[src/rtl/wbs_stream_bridge_if.sv]
// Bus bundle for wbs_stream_bridge: the Wishbone slave signals, the
// outbound beat stream toward the ANN core loaders and the inbound
// result-index stream from the core.
interface wbs_stream_bridge_if #(
    parameter int DATA_WIDTH = 11
);
    logic                  wbs_cyc_i;
    logic                  wbs_stb_i;
    logic                  wbs_we_i;
    logic [3:0]            wbs_sel_i;
    logic [31:0]           wbs_adr_i;
    logic [31:0]           wbs_dat_i;
    logic                  wbs_ack_o;
    logic [31:0]           wbs_dat_o;

    logic                  out_valid;
    logic                  out_ready;
    logic [DATA_WIDTH-1:0] out_data;
    logic [1:0]            out_region;

    logic                  in_valid;
    logic                  in_ready;
    logic [DATA_WIDTH-1:0] in_data;

    modport slave (
        input  wbs_cyc_i, wbs_stb_i, wbs_we_i, wbs_sel_i, wbs_adr_i, wbs_dat_i,
        output wbs_ack_o, wbs_dat_o,
        output out_valid, out_data, out_region,
        input  out_ready,
        input  in_valid, in_data,
        output in_ready
    );

    modport master (
        output wbs_cyc_i, wbs_stb_i, wbs_we_i, wbs_sel_i, wbs_adr_i, wbs_dat_i,
        input  wbs_ack_o, wbs_dat_o,
        input  out_valid, out_data, out_region,
        output out_ready,
        output in_valid, in_data,
        input  in_ready
    );
endinterface

[src/rtl/wbs_stream_bridge.sv]
// Wishbone slave front end for the ANN accelerator core.
// A control page (MODE, DEBUG, DONE, FSM_START, FSM_BUSY) sits at BASE_ADDR.
// Writes to the NODE/LEAF/QUERY windows are unpacked into NUM_FIELDS beats
// of DATA_WIDTH bits on a valid/ready stream; reads of the BEST window pop
// one result index from the inbound stream.
// Optional build macro WBS_BEST_TIMEOUT_EN: a BEST read that sees no result
// within TIMEOUT_CYCLES cycles acks with 32'hDEAD_0000 and sets DONE bit1.
// NUM_FIELDS must lie in 1..floor(32/DATA_WIDTH).
module wbs_stream_bridge #(
    parameter int          DATA_WIDTH     = 11,
    parameter int          NUM_FIELDS     = 2,
    parameter logic [31:0] BASE_ADDR      = 32'h3000_0000,
    parameter logic [31:0] ADDR_MASK      = 32'hFFFF_0000,
    parameter int          TIMEOUT_CYCLES = 1024
) (
    input  logic                 wb_clk_i,
    input  logic                 rst_n,
    wbs_stream_bridge_if.slave   bus,
    output logic                 load_kdtree,
    output logic                 fsm_start,
    input  logic                 fsm_busy,
    input  logic                 fsm_done
);

    // One page is the lowest address bit selected by ADDR_MASK.
    localparam logic [31:0] PAGE_STEP  = ADDR_MASK & (~ADDR_MASK + 32'd1);
    localparam logic [31:0] CTRL_PAGE  = BASE_ADDR & ADDR_MASK;
    localparam logic [31:0] QUERY_PAGE = CTRL_PAGE + PAGE_STEP;
    localparam logic [31:0] LEAF_PAGE  = CTRL_PAGE + 32'd2 * PAGE_STEP;
    localparam logic [31:0] BEST_PAGE  = CTRL_PAGE + 32'd3 * PAGE_STEP;
    localparam logic [31:0] NODE_PAGE  = CTRL_PAGE + 32'd4 * PAGE_STEP;

    localparam logic [15:0] OFS_MODE  = 16'h0000;
    localparam logic [15:0] OFS_DEBUG = 16'h0004;
    localparam logic [15:0] OFS_DONE  = 16'h0008;
    localparam logic [15:0] OFS_START = 16'h000C;
    localparam logic [15:0] OFS_BUSY  = 16'h0010;

    localparam logic [1:0] REGION_NODE  = 2'd0;
    localparam logic [1:0] REGION_LEAF  = 2'd1;
    localparam logic [1:0] REGION_QUERY = 2'd2;

    localparam int BEAT_W = (NUM_FIELDS > 1) ? $clog2(NUM_FIELDS) : 1;

    typedef enum logic [1:0] {
        S_IDLE,
        S_STREAM,
        S_WAIT_IN,
        S_ACKED
    } state_t;

    state_t              state_q, next_state;

    logic                ack_q, ack_d;
    logic [31:0]         dat_q, dat_d;
    logic                start_q, start_d;
    logic                mode_q;
    logic [31:0]         debug_q;
    logic                done_q;
    logic [31:0]         payload_q;
    logic [BEAT_W-1:0]   beat_q;
    logic [1:0]          region_q, region_d;
    logic                cyc_lost_q;

    logic                request;
    logic [31:0]         page;
    logic [15:0]         offset;
    logic                hit_ctrl, hit_query, hit_leaf, hit_best, hit_node;
    logic                hit_stream_win;
    logic                last_beat;
    logic                in_ready_c;
    logic                load_stream;
    logic                mode_we, debug_we, done_wr_clr;
    logic                done_clr;

    assign request        = bus.wbs_cyc_i & bus.wbs_stb_i;
    assign page           = bus.wbs_adr_i & ADDR_MASK;
    assign offset         = bus.wbs_adr_i[15:0];
    assign hit_ctrl       = (page == CTRL_PAGE);
    assign hit_query      = (page == QUERY_PAGE);
    assign hit_leaf       = (page == LEAF_PAGE);
    assign hit_best       = (page == BEST_PAGE);
    assign hit_node       = (page == NODE_PAGE);
    assign hit_stream_win = hit_node | hit_leaf | hit_query;
    assign region_d       = hit_leaf ? REGION_LEAF : (hit_query ? REGION_QUERY : REGION_NODE);
    assign last_beat      = (beat_q == BEAT_W'(NUM_FIELDS - 1));

    // Sticky status is cleared by a DONE write or by the start pulse itself.
    assign done_clr       = done_wr_clr | start_q;

`ifdef WBS_BEST_TIMEOUT_EN
    localparam int CNT_W = $clog2(TIMEOUT_CYCLES + 1);

    logic [CNT_W-1:0]    wait_cnt_q;
    logic                timeout_hit;
    logic                timeout_set;
    logic                timeout_q;

    assign timeout_hit = (state_q == S_WAIT_IN) && (wait_cnt_q == CNT_W'(TIMEOUT_CYCLES - 1));

    // Count BEST-read wait cycles (request cycle counts as the first) and hold the sticky TIMEOUT flag.
    always_ff @(posedge wb_clk_i) begin
        if (!rst_n) begin
            wait_cnt_q <= '0;
            timeout_q  <= 1'b0;
        end else begin
            wait_cnt_q <= (state_q == S_WAIT_IN) ? wait_cnt_q + 1'b1 : CNT_W'(1);
            timeout_q  <= timeout_set | (timeout_q & ~done_clr);
        end
    end
`else
    logic                timeout_q;

    assign timeout_q = 1'b0;
`endif

    // State register for the bus-transaction FSM.
    always_ff @(posedge wb_clk_i) begin
        if (!rst_n) begin
            state_q <= S_IDLE;
        end else begin
            state_q <= next_state;
        end
    end

    // Next-state decode, register strobes and the registered ack/data values.
    always_comb begin
        next_state  = state_q;
        ack_d       = 1'b0;
        dat_d       = '0;
        start_d     = 1'b0;
        in_ready_c  = 1'b0;
        load_stream = 1'b0;
        mode_we     = 1'b0;
        debug_we    = 1'b0;
        done_wr_clr = 1'b0;
`ifdef WBS_BEST_TIMEOUT_EN
        timeout_set = 1'b0;
`endif
        case (state_q)
            S_IDLE: begin
                if (request) begin
                    if (bus.wbs_we_i && hit_stream_win) begin
                        next_state  = S_STREAM;
                        load_stream = 1'b1;
                    end else if (!bus.wbs_we_i && hit_best) begin
                        next_state = S_WAIT_IN;
                    end else begin
                        next_state = S_ACKED;
                        ack_d      = 1'b1;
                        if (hit_ctrl) begin
                            if (bus.wbs_we_i) begin
                                case (offset)
                                    OFS_MODE:  mode_we     = 1'b1;
                                    OFS_DEBUG: debug_we    = 1'b1;
                                    OFS_DONE:  done_wr_clr = 1'b1;
                                    OFS_START: start_d     = 1'b1;
                                    default:   ;
                                endcase
                            end else begin
                                case (offset)
                                    OFS_MODE:  dat_d = {31'b0, mode_q};
                                    OFS_DEBUG: dat_d = debug_q;
                                    OFS_DONE:  dat_d = {30'b0, timeout_q, done_q};
                                    OFS_BUSY:  dat_d = {31'b0, fsm_busy};
                                    default:   dat_d = '0;
                                endcase
                            end
                        end
                    end
                end
            end
            S_STREAM: begin
                if (bus.out_ready && last_beat) begin
                    if (bus.wbs_cyc_i && !cyc_lost_q) begin
                        next_state = S_ACKED;
                        ack_d      = 1'b1;
                    end else begin
                        next_state = S_IDLE;
                    end
                end
            end
            S_WAIT_IN: begin
                if (!bus.wbs_cyc_i) begin
                    next_state = S_IDLE;
                end else if (bus.in_valid) begin
                    in_ready_c = 1'b1;
                    ack_d      = 1'b1;
                    dat_d      = 32'(bus.in_data);
                    next_state = S_ACKED;
                end
`ifdef WBS_BEST_TIMEOUT_EN
                else if (timeout_hit) begin
                    ack_d       = 1'b1;
                    dat_d       = 32'hDEAD_0000;
                    timeout_set = 1'b1;
                    next_state  = S_ACKED;
                end
`endif
            end
            S_ACKED: begin
                next_state = S_IDLE;
            end
            default: begin
                next_state = S_IDLE;
            end
        endcase
    end

    // Registered bus response plus the control-page registers.
    always_ff @(posedge wb_clk_i) begin
        if (!rst_n) begin
            ack_q   <= 1'b0;
            dat_q   <= '0;
            start_q <= 1'b0;
            mode_q  <= 1'b0;
            debug_q <= '0;
            done_q  <= 1'b0;
        end else begin
            ack_q   <= ack_d;
            dat_q   <= dat_d;
            start_q <= start_d;
            if (mode_we) begin
                mode_q <= bus.wbs_dat_i[0];
            end
            if (debug_we) begin
                for (int b = 0; b < 4; b++) begin
                    if (bus.wbs_sel_i[b]) begin
                        debug_q[8*b +: 8] <= bus.wbs_dat_i[8*b +: 8];
                    end
                end
            end
            done_q <= fsm_done | (done_q & ~done_clr);
        end
    end

    // Capture a window write and shift one beat out per accepted handshake.
    always_ff @(posedge wb_clk_i) begin
        if (!rst_n) begin
            payload_q  <= '0;
            beat_q     <= '0;
            region_q   <= REGION_NODE;
            cyc_lost_q <= 1'b0;
        end else if (load_stream) begin
            payload_q  <= bus.wbs_dat_i;
            beat_q     <= '0;
            region_q   <= region_d;
            cyc_lost_q <= 1'b0;
        end else if (state_q == S_STREAM) begin
            if (!bus.wbs_cyc_i) begin
                cyc_lost_q <= 1'b1;
            end
            if (bus.out_ready) begin
                payload_q <= payload_q >> DATA_WIDTH;
                beat_q    <= beat_q + 1'b1;
            end
        end
    end

    assign bus.wbs_ack_o  = ack_q;
    assign bus.wbs_dat_o  = dat_q;
    assign bus.out_valid  = (state_q == S_STREAM);
    assign bus.out_data   = payload_q[DATA_WIDTH-1:0];
    assign bus.out_region = region_q;
    assign bus.in_ready   = in_ready_c;
    assign load_kdtree    = mode_q;
    assign fsm_start      = start_q;

endmodule
[src/flat_wrapper.sv]
// flat-port wrapper written by rule: the top's interface ports become plain ports
module wbs_stream_bridge_flat 
#(
    parameter int          DATA_WIDTH     = 11,
    parameter int          NUM_FIELDS     = 2,
    parameter logic [31:0] BASE_ADDR      = 32'h3000_0000,
    parameter logic [31:0] ADDR_MASK      = 32'hFFFF_0000,
    parameter int          TIMEOUT_CYCLES = 1024
)
  (wb_clk_i, rst_n, load_kdtree, fsm_start, fsm_busy, fsm_done, bus_wbs_cyc_i, bus_wbs_stb_i, bus_wbs_we_i, bus_wbs_sel_i, bus_wbs_adr_i, bus_wbs_dat_i, bus_wbs_ack_o, bus_wbs_dat_o, bus_out_valid, bus_out_data, bus_out_region, bus_out_ready, bus_in_valid, bus_in_data, bus_in_ready);
  wbs_stream_bridge_if #(.DATA_WIDTH(DATA_WIDTH)) bus_i ();
  input  logic wb_clk_i;
  input  logic rst_n;
  output logic load_kdtree;
  output logic fsm_start;
  input  logic fsm_busy;
  input  logic fsm_done;
  input wire logic [$bits(bus_i.wbs_cyc_i)-1:0] bus_wbs_cyc_i;
  input wire logic [$bits(bus_i.wbs_stb_i)-1:0] bus_wbs_stb_i;
  input wire logic [$bits(bus_i.wbs_we_i)-1:0] bus_wbs_we_i;
  input wire logic [$bits(bus_i.wbs_sel_i)-1:0] bus_wbs_sel_i;
  input wire logic [$bits(bus_i.wbs_adr_i)-1:0] bus_wbs_adr_i;
  input wire logic [$bits(bus_i.wbs_dat_i)-1:0] bus_wbs_dat_i;
  output wire logic [$bits(bus_i.wbs_ack_o)-1:0] bus_wbs_ack_o;
  output wire logic [$bits(bus_i.wbs_dat_o)-1:0] bus_wbs_dat_o;
  output wire logic [$bits(bus_i.out_valid)-1:0] bus_out_valid;
  output wire logic [$bits(bus_i.out_data)-1:0] bus_out_data;
  output wire logic [$bits(bus_i.out_region)-1:0] bus_out_region;
  input wire logic [$bits(bus_i.out_ready)-1:0] bus_out_ready;
  input wire logic [$bits(bus_i.in_valid)-1:0] bus_in_valid;
  input wire logic [$bits(bus_i.in_data)-1:0] bus_in_data;
  output wire logic [$bits(bus_i.in_ready)-1:0] bus_in_ready;
  assign bus_i.wbs_cyc_i = bus_wbs_cyc_i;
  assign bus_i.wbs_stb_i = bus_wbs_stb_i;
  assign bus_i.wbs_we_i = bus_wbs_we_i;
  assign bus_i.wbs_sel_i = bus_wbs_sel_i;
  assign bus_i.wbs_adr_i = bus_wbs_adr_i;
  assign bus_i.wbs_dat_i = bus_wbs_dat_i;
  assign bus_wbs_ack_o = bus_i.wbs_ack_o;
  assign bus_wbs_dat_o = bus_i.wbs_dat_o;
  assign bus_out_valid = bus_i.out_valid;
  assign bus_out_data = bus_i.out_data;
  assign bus_out_region = bus_i.out_region;
  assign bus_i.out_ready = bus_out_ready;
  assign bus_i.in_valid = bus_in_valid;
  assign bus_i.in_data = bus_in_data;
  assign bus_in_ready = bus_i.in_ready;
  wbs_stream_bridge #(.DATA_WIDTH(DATA_WIDTH), .NUM_FIELDS(NUM_FIELDS), .BASE_ADDR(BASE_ADDR), .ADDR_MASK(ADDR_MASK), .TIMEOUT_CYCLES(TIMEOUT_CYCLES)) u_core (.wb_clk_i(wb_clk_i), .rst_n(rst_n), .bus(bus_i), .load_kdtree(load_kdtree), .fsm_start(fsm_start), .fsm_busy(fsm_busy), .fsm_done(fsm_done));
endmodule
[config.mk]
export PLATFORM = sky130hd
export DESIGN_NAME = wbs_stream_bridge_flat
export DESIGN_NICKNAME = d
export VERILOG_FILES = /design/src/rtl/wbs_stream_bridge_if.sv /design/src/rtl/wbs_stream_bridge.sv /design/src/flat_wrapper.sv
export SDC_FILE = /design/constraint.sdc
export NUM_CORES = 1
export LEC_CHECK = 0
export BUFFER_PORTS_ARGS = -buffer_cell sky130_fd_sc_hd__buf_4
export CAP_MARGIN = 5
export CORE_ASPECT_RATIO = 1.25
export CORE_MARGIN = 2
export CORE_UTILIZATION = 25
export CTS_CLUSTER_DIAMETER = 30
export DETAILED_ROUTE_END_ITERATION = 10
export GPL_ROUTABILITY_DRIVEN = 0
export SYNTH_ARGS = -nofsm -noshare
export SYNTH_HDL_FRONTEND = slang
export SYNTH_SLANG_ARGS = --single-unit
[constraint.sdc]
create_clock -name wb_clk_i -period 2.5 [get_ports wb_clk_i]
set_clock_uncertainty 0.2 [all_clocks]
set_input_delay 0.125 -clock wb_clk_i [delete_from_list [all_inputs] [get_ports wb_clk_i]]
set_output_delay 0.125 -clock wb_clk_i [all_outputs]
set_load 0.01 [all_outputs]
==> summary.txt <==
Status
  • Outcome: completed

Cells and area
  • Final Cell Area: 6760 um^2
  • Nets@finish: 740
  • Layout area overhead: 42.5%
  • Register Area: 2120 um^2
  • Area of the multi-input gates: 2320 um^2
  • Total of fill cells in the finished design: 1897
  • Ant diodes: 0
  • Finished Core Util: 36.1%
  • Layout cell share with drive strength beyond 1: 30.7%

Worst setup path
  • Most frequent CP cell: dlygate4sd3_1
  • Worst setup EP type: register
  • Worst EP required: 2.53 ns
  • R2r setup slk: 0.27 ns
  • Crit path arrival time: 2.39 ns
  • Reg2Reg Capture Point: u_core.done_q
  • Crit path max fanout: 7
  • Startpoint Class: primary input
  • Crit path kind: primary input to register
  • Slowest-stage cell, CP: dlygate4sd3_1
  • Worst path max stage delay: 0.57 ns
  • R2r worst-path depth: 5
  • Cells along the critical path: dlygate4sd3_1, buf_4, or2_2, or2_4, nor4_2, o31ai_1, dlygate4sd3_1
  • Worst r2r src: u_core.state_q[1]

Detailed routing
  • Drt via density: 4.44
  • Total wire length: 12900 um
  • Drt pass-1 iters: 5
  • DRC: 0
  • Routed Antenna Nets: 0
  • Average wire per standard cell: 14.6 um
  • Drt first-iter violations: 172
  • Via count: 3943

Synthesis
  • Asr flop ratio synth: 0%
  • Post-Synthesis Cells: 477
  • EDFF count, synth: 0
  • Synth cell count leaders: dfxtp_1 (106), nand2_1 (105), mux2i_1 (67)
  • Register area share after synthesis: 44.7%
  • Dominant cell type by area after synthesis: dfxtp_1
  • Top post-synthesis cells by area: dfxtp_1 (45%), mux2i_1 (14%), nand2_1 (8.3%), mux2_2 (5.5%), and2_1 (2.8%)
  • Flop and latch count out of synthesis: 106
  • Syn_area_per_cell: 9.95 um^2
  • Cell area after synthesis: 4750 um^2
  • Warnings, synthesis: 0
  • Count leader, synth: dfxtp_1
  • Top-area cell type share of the netlist area: 44.7%
  • Ys flop type: dfxtp_1
  • Syn Nets: 565
  • Post-synth cell types: 49

Placement
  • Post-DP HPWL: 9270 um
  • Cell Area, Placed: 5850 um^2
  • PortBufs: 137

Floorplanning
  • Die ar.: 20100 um^2
  • Initial Utilization: 25.4%
  • Die height: 158 um
  • Chip width: 127 um
  • Ports: 138
  • Row count: 56
  • Core box area: 18700 um^2

Global route
  • Vias in the first global route: 3813
  • Initial antenna violation count: 0
  • Total track usage: 12.8%
  • Largest net degree at the start of global routing: 82
  • First-pass GRT wire length: 20000 um
  • GRT Residual Overflow: 0

Timing
  • Rel. slew slack: 48.6%
  • Hold Slack: 0.0452 ns
  • Final Hold Viols: 0
  • TNS Setup: 0 ns
  • Measured slew at the worst slew-check pin: 0.765 ns
  • Fin crit period: 2.36 ns
  • RSZ-0062 raised after global routing: false
  • Slew Viols, Final: 0
  • Part of the cycle the worst path needs: 94.2%
  • Achievable frequency: 0.424 GHz
  • Setup Viol. Count Final: 0

Min path
  • Min-delay worst type: primary input to register
  • Hold endpoint: u_core.bus.wbs_dat_o[0]
  • Hold path depth: 4
  • Hold_sp: bus_wbs_adr_i[2]

Clock network
  • Total CTS buffers: 9
  • Clock Pin Slew Worst Setup and Hold Paths: 0.07 ns
  • TritonCTS clock tree: built
  • Maximum root-to-sink buffer count: 2
  • Root buffer cell: clkbuf_16
  • Clk sinks: 106
  • # H-tree levels: 3
  • Worst skew pair latency: 0.34 ns

Power and ir drop
  • Power Density: 544 nW/um^2
  • Static Leak: 2.98 nW
  • Total power: 3.68 mW
  • VDD IR max: 0.282 mV

Flow run
  • Max-cap viol count: 0
==> cell usage in the layout (no fill, tap or decap), drive strengths merged, types with 3 or more instances in the layout <==
master,n
buf,146
dfxtp,106
nand2,105
mux2i,67
dlygate4sd3,57
mux2,23
and2,21
nand3,17
o21ai,16
nand4,15
nor4,12
clkbuf,11
nor2,6
inv,5
a21oi,5
o2111ai,4
nand4b,3
nand3b,3
o31ai,3
clkinv,3
==> critical path: cells and delay by family <==
kind	cells	cell delay [ns]
buf+inv	3	1.29
simple gates	3	0.86
compound gates	1	0.11
==> repair_timing <==
item | 4_1_cts | 5_1_grt
endpoints found under the setup margin | 0 | 12
resized for setup | 0 | 3
hold buffers | 57 | 0
setup buffers | 0 | 1
endpoints found under the hold margin | 84 | 0
==> layer usage <==
metal	vias up	wire [um]	global-route usage [%]
met5	-	0	0
met4	0	258	5.02
met3	19	448	2.50
met2	111	6390	22.5
met1	1809	5850	15.5
li1	2004	-	-
==> stage by stage <==
stage          instances  setup WS [ns]
3_5_place_dp         815          0.148
5_1_grt              889         0.0903
2_1_floorplan        477          0.485
4_1_cts              888         0.0303
3_3_place_gp         815          0.191
6_report             889          0.144
==> power by group <==
part / total [mW] / switching, mW / internal (mW) / leakage [nW]
sequential: 1.72 / 0.0135 / 1.70 / 0.855
combinational: 0.436 / 0.204 / 0.232 / 1.97
clock: 1.53 / 0.648 / 0.879 / 0.153
total: 3.68 / 0.866 / 2.81 / 2.98
==> flip-flops by register name, summed over array words and instances (netlist names), 2 cells and up <==
register,flops
u_core.debug_q,32
u_core.state_q,2
u_core.bus.out_region,2
u_core.bus.wbs_dat_o,32
u_core.payload_q,32
==> kinds of logic (layout without fill, tap and decap cells) <==
kind of cell,Yosys count,count (layout),share of synthesized area [%]
simple gates,202,202,24.2
flops,106,106,44.7
mux,90,90,19.6
buf+inv,44,224,6.85
compound gates,33,33,4.24
xor+xnor,2,2,0.369
==> area by class of cell <==
type / instances / share of cell area, %
Clock inverter: 5 / 1.17
Timing Repair Buffer: 203 / 25.2
Sequential cell: 106 / 31.4
Multi-Input combinational cell: 327 / 34.2
Clock buffer: 11 / 3.44
Inverter: 5 / 0.278
Tap cell: 232 / 4.29
==> worst max-delay path by stage <==
stage | start | endpoint | slack [ns]
2_1_floorplan | u_core.state_q[1] | u_core.debug_q[0] | 0.48
3_3_place_gp | u_core.state_q[1] | u_core.debug_q[12] | 0.19
3_5_place_dp | u_core.state_q[1] | u_core.debug_q[11] | 0.15
4_1_cts | bus_wbs_adr_i[16] | u_core.debug_q[12] | 0.03
5_1_grt | bus_wbs_adr_i[16] | u_core.bus.wbs_dat_o[0] | 0.09
6_report | bus_wbs_adr_i[16] | u_core.done_q | 0.14
Note: power is estimated with default switching activity, not from simulation.
